File: config.mk
export PLATFORM = sky130hd
export DESIGN_NAME = instr_fetch_unit
export DESIGN_NICKNAME = d
export VERILOG_FILES = /design/src/rtl/instr_fetch_unit_pkg.sv /design/src/rtl/fetch_wait_timer.sv /design/src/rtl/instr_fetch_unit.sv
export SDC_FILE = /design/constraint.sdc
export NUM_CORES = 1
export LEC_CHECK = 0
export ABC_AREA = 1
export CAP_MARGIN = 25
export CORE_ASPECT_RATIO = 1.75
export CORE_MARGIN = 2
export CORE_UTILIZATION = 50
export CTS_BUF_LIST = sky130_fd_sc_hd__clkbuf_4
export DETAILED_ROUTE_END_ITERATION = 8
export PLACE_DENSITY = 0.88
export SYNTH_ARGS = -nofsm -noshare
export SYNTH_HDL_FRONTEND = slang
export SYNTH_SLANG_ARGS = --single-unit
File: constraint.sdc
create_clock -name clk -period 3.7 [get_ports clk]
set_input_delay 0.555 -clock clk [delete_from_list [all_inputs] [get_ports clk]]
set_output_delay 0.555 -clock clk [all_outputs]
set_load 0.02 [all_outputs]
File: src/rtl/instr_fetch_unit_pkg.sv
// Shared definitions for the instruction fetch unit: FSM state encoding and
// the default reset PC.
package instr_fetch_unit_pkg;

  typedef enum logic [1:0] {
    S_REQ   = 2'd0,
    S_ISSUE = 2'd1,
    S_RETRY = 2'd2,
    S_HALT  = 2'd3
  } fetch_state_e;

  localparam logic [15:0] RESET_PC_DEFAULT = 16'h0000;

endpackage

File: src/rtl/fetch_wait_timer.sv
// Counts cycles spent waiting on instruction memory and flags the cycle in
// which the fetch request has waited TIMEOUT_CYC cycles without data.
module fetch_wait_timer #(
  parameter int TIMEOUT_CYC = 255
) (
  input  logic clk,
  input  logic reset_n,
  input  logic run,
  input  logic clear,
  output logic expired
);

  localparam int CW = (TIMEOUT_CYC > 2) ? $clog2(TIMEOUT_CYC) : 1;
  localparam logic [CW-1:0] LAST = CW'(TIMEOUT_CYC - 1);

  logic [CW-1:0] wait_cnt;

  assign expired = run && (wait_cnt == LAST);

  always_ff @(posedge clk or negedge reset_n) begin
    if (!reset_n) begin
      wait_cnt <= '0;
    end else if (clear) begin
      wait_cnt <= '0;
    end else if (run) begin
      wait_cnt <= wait_cnt + CW'(1);
    end
  end

endmodule

File: src/rtl/instr_fetch_unit.sv
// Instruction fetch unit: owns the PC, runs the fetch handshake with
// instruction memory and holds the fetched word until the core retires it.
module instr_fetch_unit
  import instr_fetch_unit_pkg::*;
#(
  parameter int                WORD_W      = 16,
  parameter logic [WORD_W-1:0] RESET_PC    = WORD_W'(RESET_PC_DEFAULT),
  parameter int                TIMEOUT_CYC = 255
) (
  input  logic              clk,
  input  logic              reset_n,
  output logic              mem_read,
  output logic [WORD_W-1:0] i_address,
  input  logic [WORD_W-1:0] i_data,
  input  logic              input_ready,
  output logic [WORD_W-1:0] instr,
  output logic              instr_valid,
  output logic [WORD_W-1:0] pc,
  output logic [WORD_W-1:0] pc_plus1,
  input  logic              instr_accept,
  input  logic [WORD_W-1:0] next_pc,
  input  logic              halt,
  output logic [WORD_W-1:0] num_inst,
  output logic              is_halted,
  output logic              fetch_err,
  output logic [1:0]        state_dbg
);

  // Handshakes:
  //  memory side - mem_read is held high with i_address stable until a
  //    one-cycle input_ready pulse delivers i_data; the request may be
  //    withdrawn (timeout or reset) without an acknowledge.
  //  core side   - instr_valid/instr are held until the core pulses
  //    instr_accept, which also carries next_pc and halt for that edge.

  fetch_state_e state;
  logic         timer_run;
  logic         timer_clear;
  logic         timeout;

  assign i_address = pc;
  assign pc_plus1  = pc + WORD_W'(1);
  assign state_dbg = state;

  // The cycle right after reset release is in S_REQ but not yet requesting,
  // so only cycles with mem_read high count towards the timeout.
  assign timer_run   = (state == S_REQ) && mem_read;
  assign timer_clear = input_ready || timeout;

  fetch_wait_timer #(
    .TIMEOUT_CYC(TIMEOUT_CYC)
  ) u_wait_timer (
    .clk    (clk),
    .reset_n(reset_n),
    .run    (timer_run),
    .clear  (timer_clear),
    .expired(timeout)
  );

  always_ff @(posedge clk or negedge reset_n) begin
    if (!reset_n) begin
      state       <= S_REQ;
      pc          <= RESET_PC;
      instr       <= '0;
      instr_valid <= 1'b0;
      num_inst    <= '0;
      fetch_err   <= 1'b0;
      is_halted   <= 1'b0;
      mem_read    <= 1'b0;
    end else begin
      case (state)
        S_REQ: begin
          // Data arriving in the timeout cycle still completes the fetch.
          if (input_ready) begin
            instr       <= i_data;
            instr_valid <= 1'b1;
            mem_read    <= 1'b0;
            state       <= S_ISSUE;
          end else if (timeout) begin
            fetch_err <= 1'b1;
            mem_read  <= 1'b0;
            state     <= S_RETRY;
          end else begin
            mem_read <= 1'b1;
          end
        end
        S_RETRY: begin
          mem_read <= 1'b1;
          state    <= S_REQ;
        end
        S_ISSUE: begin
          if (instr_accept) begin
            pc          <= next_pc;
            instr_valid <= 1'b0;
            num_inst    <= num_inst + WORD_W'(1);
            if (halt) begin
              is_halted <= 1'b1;
              mem_read  <= 1'b0;
              state     <= S_HALT;
            end else begin
              mem_read <= 1'b1;
              state    <= S_REQ;
            end
          end
        end
        S_HALT: begin
          mem_read    <= 1'b0;
          instr_valid <= 1'b0;
          is_halted   <= 1'b1;
        end
        default: begin
          mem_read <= 1'b1;
          state    <= S_REQ;
        end
      endcase
    end
  end

endmodule

# Word level (Yosys, flattened, before mapping)
# Index checks and enable logic that the tools add are counted.
# Widths: inputs -> output; s select.
totals:
  regBits: 62
  latchBits: 0
  ramBits: 0
  rom_bits: 0
  input_bits: 37
  output_inout_bits: 86
  wordCells: 53
  n_memories: 0
op_classes:
  n_addsub: 3
  mul: 0
  div_mod_pow: 0
  magnitude_cmp: 0
  n_eq_ne: 8
  shift: 0
  n_mux: 18
  bitwise: 1
  n_reduce_logical: 14
op_table:
  columns: ["operator", "count"]
  rows:
  - ["$add 16x1->16 const B", 2]
  - ["$mux 8", 2]
  - ["$reduce_and 3->1", 4]
  - ["$add 8x1->8 const B", 1]
  - ["$eq 8x8->1 const B", 1]
  - ["$mux 1", 8]
  - ["$mux 2", 4]
  - ["$ne 2x2->1 const B", 3]
  - ["$pmux 2 s3", 1]
  - ["$reduce_bool 3->1", 2]
  - ["$eq 2x2->1 const B", 2]
  - ["$pmux 1 s4", 1]
  - ["$reduce_and 2->1", 2]
  - ["$reduce_bool 2->1", 2]
  - ["$ne 3x3->1 const B", 1]
  - ["$pmux 1 s3", 1]
  - ["$eq 2x1->1 const B", 1]
  - ["$logic_and 1x1->1", 2]
  - ["$logic_not 2->1", 1]
  - ["$pmux 1 s2", 1]
  - ["$logic_or 1x1->1", 1]
  - ["$not 1->1", 1]

# Depth between registers and ports, before layout
# Gate-level depths: netlist of run 1.
logic_depth:
  depth_word: 6
  mapped_depth: 10
  depth_no_buf: 10

# By module
# From an unflattened synthesis of run 1, not the netlist that was laid out.
unflattened:
  hier_cells: 376
  area_unflattened_um2: 3357.0
by_module_without_submodules:
  columns: ["mod", "instances", "cells_each", "area_per_inst_um2", "seq_area_each_um2"]
  rows:
  - ["instr_fetch_unit", 1, 312, 2882.8, 1351.3]
  - ["fetch_wait_timer", 1, 64, 474.2, 200.2]

# Least setup slack after synthesis of run 1
# Ideal clock, no wire load.
synth_timing:
  path_type: "reg-to-output"
  from: "register pc[1], in the netlist i_address[1]"
  to: "output pc_plus1[10]"
  arrival_ns: 1.473
  required_ns: 3.145
  slack_ns: 1.672
  stages_incl_launch_ff: 6
  n_path_buf: 0
  path_cell_list: "dfrtp_1 ha_1 nand2_1 nor3_2 nand3_1 xnor2_1"
synth_between:
  elab_chain_len: 1
synth_lines:
  columns: ["element", "line_no", "rtl"]
  rows:
  - ["start: declaration", "instr_fetch_unit.sv:18", "output logic [WORD_W-1:0] pc,"]
  - ["start signal: assignment", "instr_fetch_unit.sv:93", "pc <= next_pc;"]
  - ["$add 16x1->16", "instr_fetch_unit.sv:42", "assign pc_plus1 = pc + WORD_W'(1);"]
  - ["end: declaration", "instr_fetch_unit.sv:19", "output logic [WORD_W-1:0] pc_plus1,"]
# No other way between the ends.

# Worst setup path after layout of run 1
layout_timing:
  from: "register pc[1], in the netlist i_address[1]"
  to: "output pc_plus1[14]"
# Same word-level chain as after synthesis.

==> flow_summary.json, run 1 <==
{
  "outcome": "finished clean",
  "required_ps": 3140,
  "cts_root_buffer": "clkbuf_4",
  "p_int_mw": 2.14,
  "tritoncts": "built",
  "ctsResizeCount": 0,
  "slew_viol_final": 0,
  "dieHeight_um": 114,
  "period_share": 0.761,
  "seq_area_frac_synth": 0.449,
  "clock_skew_ps": 8.75,
  "path_class": "reg2out",
  "power.switching_mw": 1.56,
  "coreArea_um2": 6760,
  "synth_seq_cells": 62,
  "p_clk_frac": 0.124,
  "clk_pin_slew_ps": 100,
  "grt_max_degree": 34,
  "gr-total-overflow": 0,
  "startpoint_type": "register",
  "end_kind": "primary output",
  "grtUsageMet2": 0.428,
  "postRouteWirelength_um": 8180,
  "die_area_um2": 7610,
  "cts_buffers": 9,
  "rsz0062_at_grt": "no",
  "fmax_mhz": 355,
  "wl_per_cell_um": 13.8,
  "start_util": 0.511,
  "yosys_warnings": 0,
  "hold_class": "in2async",
  "track_usage": 0.233,
  "port_buffers": 122,
  "cp_max_fo": 5,
  "nNetsFinal": 552,
  "num_antenna_cells": 0,
  "ios": 123,
  "num_vias": 2966,
  "antenna_found_initial": 0,
  "cts_setup_buffers": 0,
  "antenna_left": 0,
  "postCtsHoldBufs": 0,
  "syn_nets": 439,
  "min_period_ps": 2820,
  "h-tree-depth": 3,
  "gr-usage-met3": 0.0819,
  "synthCells": 393,
  "synth_cell_types": 36,
  "areaGrowthSynthToFinish_pct": 37.9,
  "crit_arrival_ps": 2260,
  "relSlewSlack": 0.561,
  "synth_area_um2": 3450,
  "drive_above_1_share": 0.118,
  "cts_sinks": 62,
  "avgSynthCellArea_um2": 8.79,
  "grt_pass1_wl_um": 13600,
  "viasPerCell": 4.99,
  "clk_latency_ps": 400,
  "dp_hpwl_um": 6430,
  "globalRouteMet1Util": 0.236,
  "routabilityCongestion": 0.856,
  "tightestPinTransition_ps": 659,
  "peakVddDrop_mv": 0.372,
  "maxCapViolations": 0,
  "drcViolationCount": 0,
  "p_per_area_nw_per_um2": 777,
  "pwr-share-seq": 0.314,
  "power_frac_comb": 0.562,
  "finalHoldViolCount": 0,
  "final_common_cell": "clkdlybuf4s50_1",
  "leakage_nw": 2.22,
  "drt_iter0_drc": 131,
  "setup_violations": 0,
  "tns_ps": 0,
  "drtPass1Iterations": 5,
  "rows": 40,
  "layout_common_cells": "clkdlybuf4s50_1 (121), nand2_1 (111), dfrtp_1 (62), inv_1 (40), nor2_1 (33)",
  "chipWidth_um": 66.8,
  "p_total_mw": 3.70,
  "switching_share": 0.421,
  "busiest_layer": "met2",
  "grt_pass1_vias": 3048,
  "clockBufferDepth": 2
}
[cells by family (layout without fill, tap and decap cells)]
kind of cell | after synthesis | after routing | synth area share
compound gates | 22 | 22 | 0.0348
xor+xnor | 21 | 21 | 0.0533
fa+ha+maj | 9 | 9 | 0.0326
buf+inv | 64 | 181 | 0.0913
flops | 62 | 62 | 0.449
mux | 16 | 16 | 0.0630
simple gates | 199 | 199 | 0.276
[power groups by stage]
stage	combinational [mW]	sequential [mW]	clock, mW
floorplan	0.977	1.40	0
global placement	2.05	1.15	0
detailed placement	2.09	1.17	0
CTS	2.10	1.16	0.468
global route	2.23	1.20	0.503
finish	2.08	1.16	0.458
[synthesized netlist by cell type]
cell | instances | area share
buf_2 | 3 | 0.0043
clkinv_2 | 1 | 0.0014
nand3b_1 | 2 | 0.0043
nor3b_2 | 1 | 0.0036
or2_2 | 2 | 0.0036
nand3b_4 | 1 | 0.0058
nor3b_1 | 1 | 0.0022
nand2_4 | 4 | 0.013
mux2_2 | 6 | 0.020
nor2_4 | 4 | 0.013
a21oi_1 | 3 | 0.0043
nand2_1 | 111 | 0.12
xnor2_1 | 7 | 0.018
buf_6 | 1 | 0.0033
o21ai_0 | 14 | 0.020
clkbuf_1 | 1 | 0.0011
inv_4 | 1 | 0.0018
o21ai_1 | 1 | 0.0014
nand4_1 | 6 | 0.011
xor2_1 | 14 | 0.036
nor3_1 | 6 | 0.0087
nand3_1 | 15 | 0.022
nand4_4 | 1 | 0.0062
nor3_2 | 3 | 0.0087
nand2_2 | 5 | 0.0091
inv_1 | 40 | 0.043
inv_2 | 1 | 0.0011
nor2_1 | 33 | 0.036
ha_1 | 9 | 0.033
nand3_2 | 1 | 0.0029
a21o_1 | 2 | 0.0043
mux2_4 | 10 | 0.043
o21bai_1 | 2 | 0.0043
buf_4 | 16 | 0.035
nor2_2 | 3 | 0.0054
dfrtp_1 | 62 | 0.45
[worst paths after layout]
check	start	to	cells past startpoint	slack [ps]
max in group asynchronous	reset_n	i_address[9]$_DFFE_PN0P_	2	2660
worst max register to register	state_dbg[1]$_DFFE_PN0P_	num_inst[5]$_DFFE_PN0P_	10	1620
min in group clk	is_halted$_DFFE_PN0P_	is_halted$_DFFE_PN0P_	1	480
worst min-delay path	reset_n	instr[11]$_DFFE_PN0P_	1	170
worst max-delay path	i_address[1]$_DFFE_PN0P_	pc_plus1[14]	6	880
worst min register to register	is_halted$_DFFE_PN0P_	is_halted$_DFFE_PN0P_	1	480
[layer usage]
metal | up-vias | wire length (um)
met3 | 22 | 623
met1 | 1395 | 2840
met5 | - | 0
li1 | 1437 | -
met4 | 0 | 167
met2 | 112 | 4550
[state kept, by name (all words and copies together) (netlist names)]
name,cells
u_wait_timer.wait_cnt,8
mem_read,1
is_halted,1
i_address,16
state_dbg,2
num_inst,16
instr,16
fetch_err,1
instr_valid,1
[cell type report]
| cell class | count | area, um2 |
|---|---|---|
| timing repair buffer | 123 | 1220 |
| inverter | 43 | 165 |
| clock buffer | 13 | 97.6 |
| sequential | 62 | 1550 |
| clock inverter | 2 | 33.8 |
| tap | 84 | 105 |
| multi-input combinational | 267 | 1590 |
| fill | 546 | 1990 |
[worst max-delay path: stages, from the launching register on]
cell and delay (ps):
dfrtp_1 420, ha_1 210, nand2_1 100, nor3_2 240, nand3_1 140, xnor2_1 150, clkdlybuf4s50_1 610
[stage by stage]
stage	cells	setup WS [ps]	hold slack, ps	util	area, um2
floorplan	393	1670	259	-	3450
global placement	579	1340	464	0.686	4630
detailed placement	579	1310	457	0.686	4630
CTS	594	862	173	0.705	4760
global route	594	667	189	0.705	4760
finish	594	884	165	0.705	4760
(Power assumes the default switching activity.)
==> run 2, diff against run 1 <==
--- a/config.mk
+++ b/config.mk
@@ -9,10 +9,10 @@
 export CAP_MARGIN = 25
 export CORE_ASPECT_RATIO = 1.75
 export CORE_MARGIN = 2
-export CORE_UTILIZATION = 50
+export CORE_UTILIZATION = 47
 export CTS_BUF_LIST = sky130_fd_sc_hd__clkbuf_4
 export DETAILED_ROUTE_END_ITERATION = 8
-export PLACE_DENSITY = 0.88
+export PLACE_DENSITY = 0.83
 export SYNTH_ARGS = -nofsm -noshare
 export SYNTH_HDL_FRONTEND = slang
 export SYNTH_SLANG_ARGS = --single-unit
==> constraint.sdc (replaced) <==
create_clock -name clk -period 2.6 [get_ports clk]
set_input_delay 0.39 -clock clk [delete_from_list [all_inputs] [get_ports clk]]
set_output_delay 0.39 -clock clk [all_outputs]
set_load 0.02 [all_outputs]
==> flow_summary.json, run 2 (same netlist as run 1, synthesis figures left out) <==
{
  "setup_violations": 0,
  "clockBufferDepth": 2,
  "path_class": "reg2out",
  "clk_pin_slew_ps": 110,
  "regToRegStartpoint": "state_dbg[1]$_DFFE_PN0P_",
  "r2r_setup_slack_ps": 630,
  "period_share": 0.959,
  "track_usage": 0.216,
  "clock_skew_ps": 10.2,
  "tns_ps": 0,
  "postCtsHoldBufs": 0,
  "antenna_found_initial": 0,
  "finalHoldViolCount": 0,
  "h-tree-depth": 3,
  "ios": 123,
  "nNetsFinal": 554,
  "fmax_mhz": 401,
  "areaGrowthSynthToFinish_pct": 38.6,
  "tritoncts": "built",
  "fillers": 594,
  "final_common_cell": "clkdlybuf4s50_1",
  "p_per_area_nw_per_um2": 1090,
  "drt_iter0_drc": 165,
  "reg2reg_to": "i_address[3]$_DFFE_PN0P_",
  "postRouteWirelength_um": 8240,
  "chipWidth_um": 68.8,
  "grt_pass1_vias": 2939,
  "maxCapViolations": 0,
  "cts_setup_buffers": 0,
  "drcViolationCount": 0,
  "gr-total-overflow": 0,
  "port_buffers": 122,
  "dieHeight_um": 117,
  "grt_max_degree": 34,
  "cp_max_fo": 7,
  "peakVddDrop_mv": 0.548,
  "drive_above_1_share": 0.123,
  "cts_sinks": 62,
  "fin_util": 0.666,
  "clk_latency_ps": 420,
  "relSlewSlack": 0.493,
  "min_period_ps": 2490,
  "num_vias": 2973,
  "slew_viol_final": 0,
  "drtPass1Iterations": 8,
  "ctsResizeCount": 7,
  "outcome": "finished clean",
  "hold_class": "in2async",
  "start_util": 0.481,
  "grt_pass1_wl_um": 13200,
  "viasPerCell": 4.96,
  "wl_per_cell_um": 13.7,
  "dp_hpwl_um": 6280,
  "rsz0062_at_grt": "no",
  "rows": 41,
  "routabilityCongestion": 0.867,
  "die_area_um2": 8080,
  "cts_root_buffer": "clkbuf_4",
  "antenna_left": 0,
  "startpoint_type": "register",
  "cts_buffers": 9,
  "crit_arrival_ps": 2100,
  "end_kind": "primary output",
  "required_ps": 2210,
  "layout_common_cells": "clkdlybuf4s50_1 (112), nand2_1 (111), dfrtp_1 (62), inv_1 (40), nor2_1 (32)",
  "r2r_cells": 7,
  "coreArea_um2": 7180,
  "tightestPinTransition_ps": 761,
  "leakage_nw": 2.30
}
==> run 2: stage by stage <==
stage	cell area (um2)	setup WS [ps]	power [mW]	hold WS (ps)	std cells
after floorplan	3450	737	3.39	94.4	393
after global placement	4650	394	4.58	446	583
after detailed placement	4650	333	4.66	446	583
after CTS	4770	2.50	5.28	27.1	598
after global routing	4780	7.61	5.55	76.9	598
final	4790	107	5.23	24.8	599
==> run 2: final cells by class <==
type                       count  area (um2)  share of cell area
clock buffer                   9        67.6              0.0141
inverter                      43         165              0.0345
timing repair buffer         125        1240               0.260
antenna                        1        2.50            0.000523
clock inverter                 6        53.8              0.0112
multi-input combinational    267        1600               0.333
tap                           86         108              0.0225
sequential                    62        1550               0.324
==> run 2: worst max-delay path by stage <==
stage	start	end	slack, ps	cells after the start
finish	i_address[9]$_DFFE_PN0P_	pc_plus1[11]	110	4
global route	i_address[2]$_DFFE_PN0P_	pc_plus1[11]	8	5
CTS	i_address[2]$_DFFE_PN0P_	pc_plus1[9]	2	6
detailed placement	i_address[1]$_DFFE_PN0P_	pc_plus1[14]	330	6
global placement	i_address[0]$_DFFE_PN0P_	pc_plus1[10]	390	6
floorplan	i_address[1]$_DFFE_PN0P_	pc_plus1[10]	740	5
==> run 2: report_power, final <==
| group | switching [mW] | internal, mW |
|---|---|---|
| Sequential | 0.368 | 1.29 |
| Clock | 0.352 | 0.278 |
| Combinational | 1.54 | 1.40 |
==> run 2: critical path, cell delays in order, from the launching register on <==
cell,delay [ps]
dfrtp_1,500
nand4_1,180
nand3b_1,240
xnor2_1,150
clkdlybuf4s50_1,610
==> run 2: routing by layer <==
layer | part of all wire | vias up | wire, um | global-route usage
li1 | - | 1453 | - | -
met1 | 0.36 | 1400 | 3000 | 0.227
met2 | 0.55 | 109 | 4530 | 0.385
met3 | 0.069 | 11 | 572 | 0.0508
met4 | 0.017 | 0 | 137 | 0.0980
met5 | 0 | - | 0 | 0
==> run 3, diff against run 2 <==
--- a/config.mk
+++ b/config.mk
@@ -13,6 +13,7 @@
 export CTS_BUF_LIST = sky130_fd_sc_hd__clkbuf_4
 export DETAILED_ROUTE_END_ITERATION = 8
 export PLACE_DENSITY = 0.83
+export SKIP_CTS_REPAIR_TIMING = 1
 export SYNTH_ARGS = -nofsm -noshare
 export SYNTH_HDL_FRONTEND = slang
 export SYNTH_SLANG_ARGS = --single-unit
==> flow_summary.json, run 3 (same netlist as run 1, synthesis figures left out) <==
{
  "outcome": "finished clean",
  "cts_root_buffer": "clkbuf_4",
  "p_per_area_nw_per_um2": 1090,
  "start_util": 0.481,
  "startpoint_type": "register",
  "grt_pass1_vias": 2937,
  "post_dp_cell_area_um2": 4650,
  "maxCapViolations": 0,
  "fillers": 594,
  "clock_skew_ps": 9.94,
  "multi_input_area_um2": 1600,
  "clockBufferDepth": 2,
  "postRouteWirelength_um": 8220,
  "clk_latency_ps": 420,
  "nNetsFinal": 554,
  "worstPathCellList": "nand4_1, nand3b_1, xnor2_1, clkdlybuf4s50_1",
  "clk_pin_slew_ps": 110,
  "port_buffers": 122,
  "areaGrowthSynthToFinish_pct": 39.1,
  "track_usage": 0.216,
  "r2r_setup_slack_ps": 640,
  "coreArea_um2": 7180,
  "leakage_nw": 2.34,
  "grt_max_degree": 34,
  "fin_util": 0.669,
  "r2r_cells": 7,
  "num_vias": 2972,
  "drive_above_1_share": 0.123,
  "crit_arrival_ps": 2100,
  "dp_hpwl_um": 6280,
  "setup_violations": 0,
  "end_kind": "primary output",
  "path_class": "reg2out",
  "drt_iter0_drc": 165,
  "fmax_mhz": 402,
  "rsz0062_at_grt": "no",
  "gr-total-overflow": 0,
  "dieHeight_um": 117,
  "rows": 41,
  "fin_hold_ws_ps": 27.0,
  "required_ps": 2210,
  "stdcell_area_um2": 4800,
  "cts_sinks": 62,
  "final_common_cell": "clkdlybuf4s50_1",
  "slew_viol_final": 0,
  "chipWidth_um": 68.8,
  "die_area_um2": 8080,
  "tns_ps": 0,
  "period_share": 0.958,
  "h-tree-depth": 3,
  "regToRegStartpoint": "state_dbg[1]$_DFFE_PN0P_",
  "antenna_left": 0,
  "wl_per_cell_um": 13.7,
  "cp_max_fo": 7,
  "ios": 123,
  "slowest_delay_ps": 610,
  "cts_buffers": 9,
  "antenna_found_initial": 0,
  "peakVddDrop_mv": 0.543,
  "tightestPinTransition_ps": 759,
  "min_period_ps": 2490,
  "drtPass1Iterations": 4,
  "drcViolationCount": 0,
  "hold_class": "in2async",
  "viasPerCell": 4.97,
  "num_antenna_cells": 0,
  "regArea_um2": 1550,
  "layout_common_cells": "clkdlybuf4s50_1 (112), nand2_1 (111), dfrtp_1 (62), inv_1 (40), nor2_1 (32)",
  "routabilityCongestion": 0.867,
  "finalHoldViolCount": 0,
  "cp_slowest_cell": "clkdlybuf4s50_1",
  "tritoncts": "built",
  "grt_pass1_wl_um": 13200,
  "relSlewSlack": 0.494,
  "reg2reg_to": "i_address[3]$_DFFE_PN0P_"
}
==> run 3: cell types whose count changed in the layout (fill, tap and decap cells not counted), sizes merged <==
| cell | previous run | this run |
|---|---|---|
| dlygate4sd2 | 5 | 0 |
| dlymetal6s2s | 4 | 9 |
| diode | 1 | 0 |
==> run 3: per-layer routing <==
| metal | GRT usage | up-vias | wire length (um) |
|---|---|---|---|
| met2 | 0.385 | 109 | 4490 |
| met1 | 0.226 | 1400 | 3010 |
| li1 | - | 1452 | - |
| met5 | 0 | - | 0 |
| met3 | 0.0508 | 11 | 579 |
| met4 | 0.0980 | 0 | 148 |
==> run 3: worst max-delay path by stage <==
stage	slack (ps)	end	startpoint	depth (start not counted)
after global placement	390	pc_plus1[10]	i_address[0]$_DFFE_PN0P_	6
after detailed placement	330	pc_plus1[14]	i_address[1]$_DFFE_PN0P_	6
after CTS	-160	pc_plus1[14]	i_address[1]$_DFFE_PN0P_	6
after global routing	8	pc_plus1[11]	i_address[2]$_DFFE_PN0P_	5
final	110	pc_plus1[11]	i_address[9]$_DFFE_PN0P_	4
after floorplan	740	pc_plus1[10]	i_address[1]$_DFFE_PN0P_	5
==> run 3: cell type report <==
cell class	count	share of cell area
timing repair buffer	125	0.263
clock buffer	9	0.0141
tap	86	0.0224
clock inverter	6	0.0112
inverter	43	0.0344
sequential	62	0.323
multi-input combinational	267	0.332
==> run 3: where the power goes <==
part,internal (mW),switching (mW)
Clock,0.278,0.351
Combinational,1.42,1.54
Sequential,1.29,0.365
Total,2.99,2.26
==> run 3: through the flow <==
step,worst slack [ps],std cells,power (mW)
finish,110,598,5.25
global placement,394,583,4.58
global route,7.61,598,5.57
CTS,-164,598,5.30
detailed placement,333,583,4.66
floorplan,737,393,3.39
==> run 3: worst max-delay path: cells and delay by family (launching register included) <==
kind / cells / cell delay (ps)
xor gates and xnor gates: 1 / 150
buffers and inverters: 1 / 610
DFF: 1 / 500
and+or+nand+nor: 2 / 420
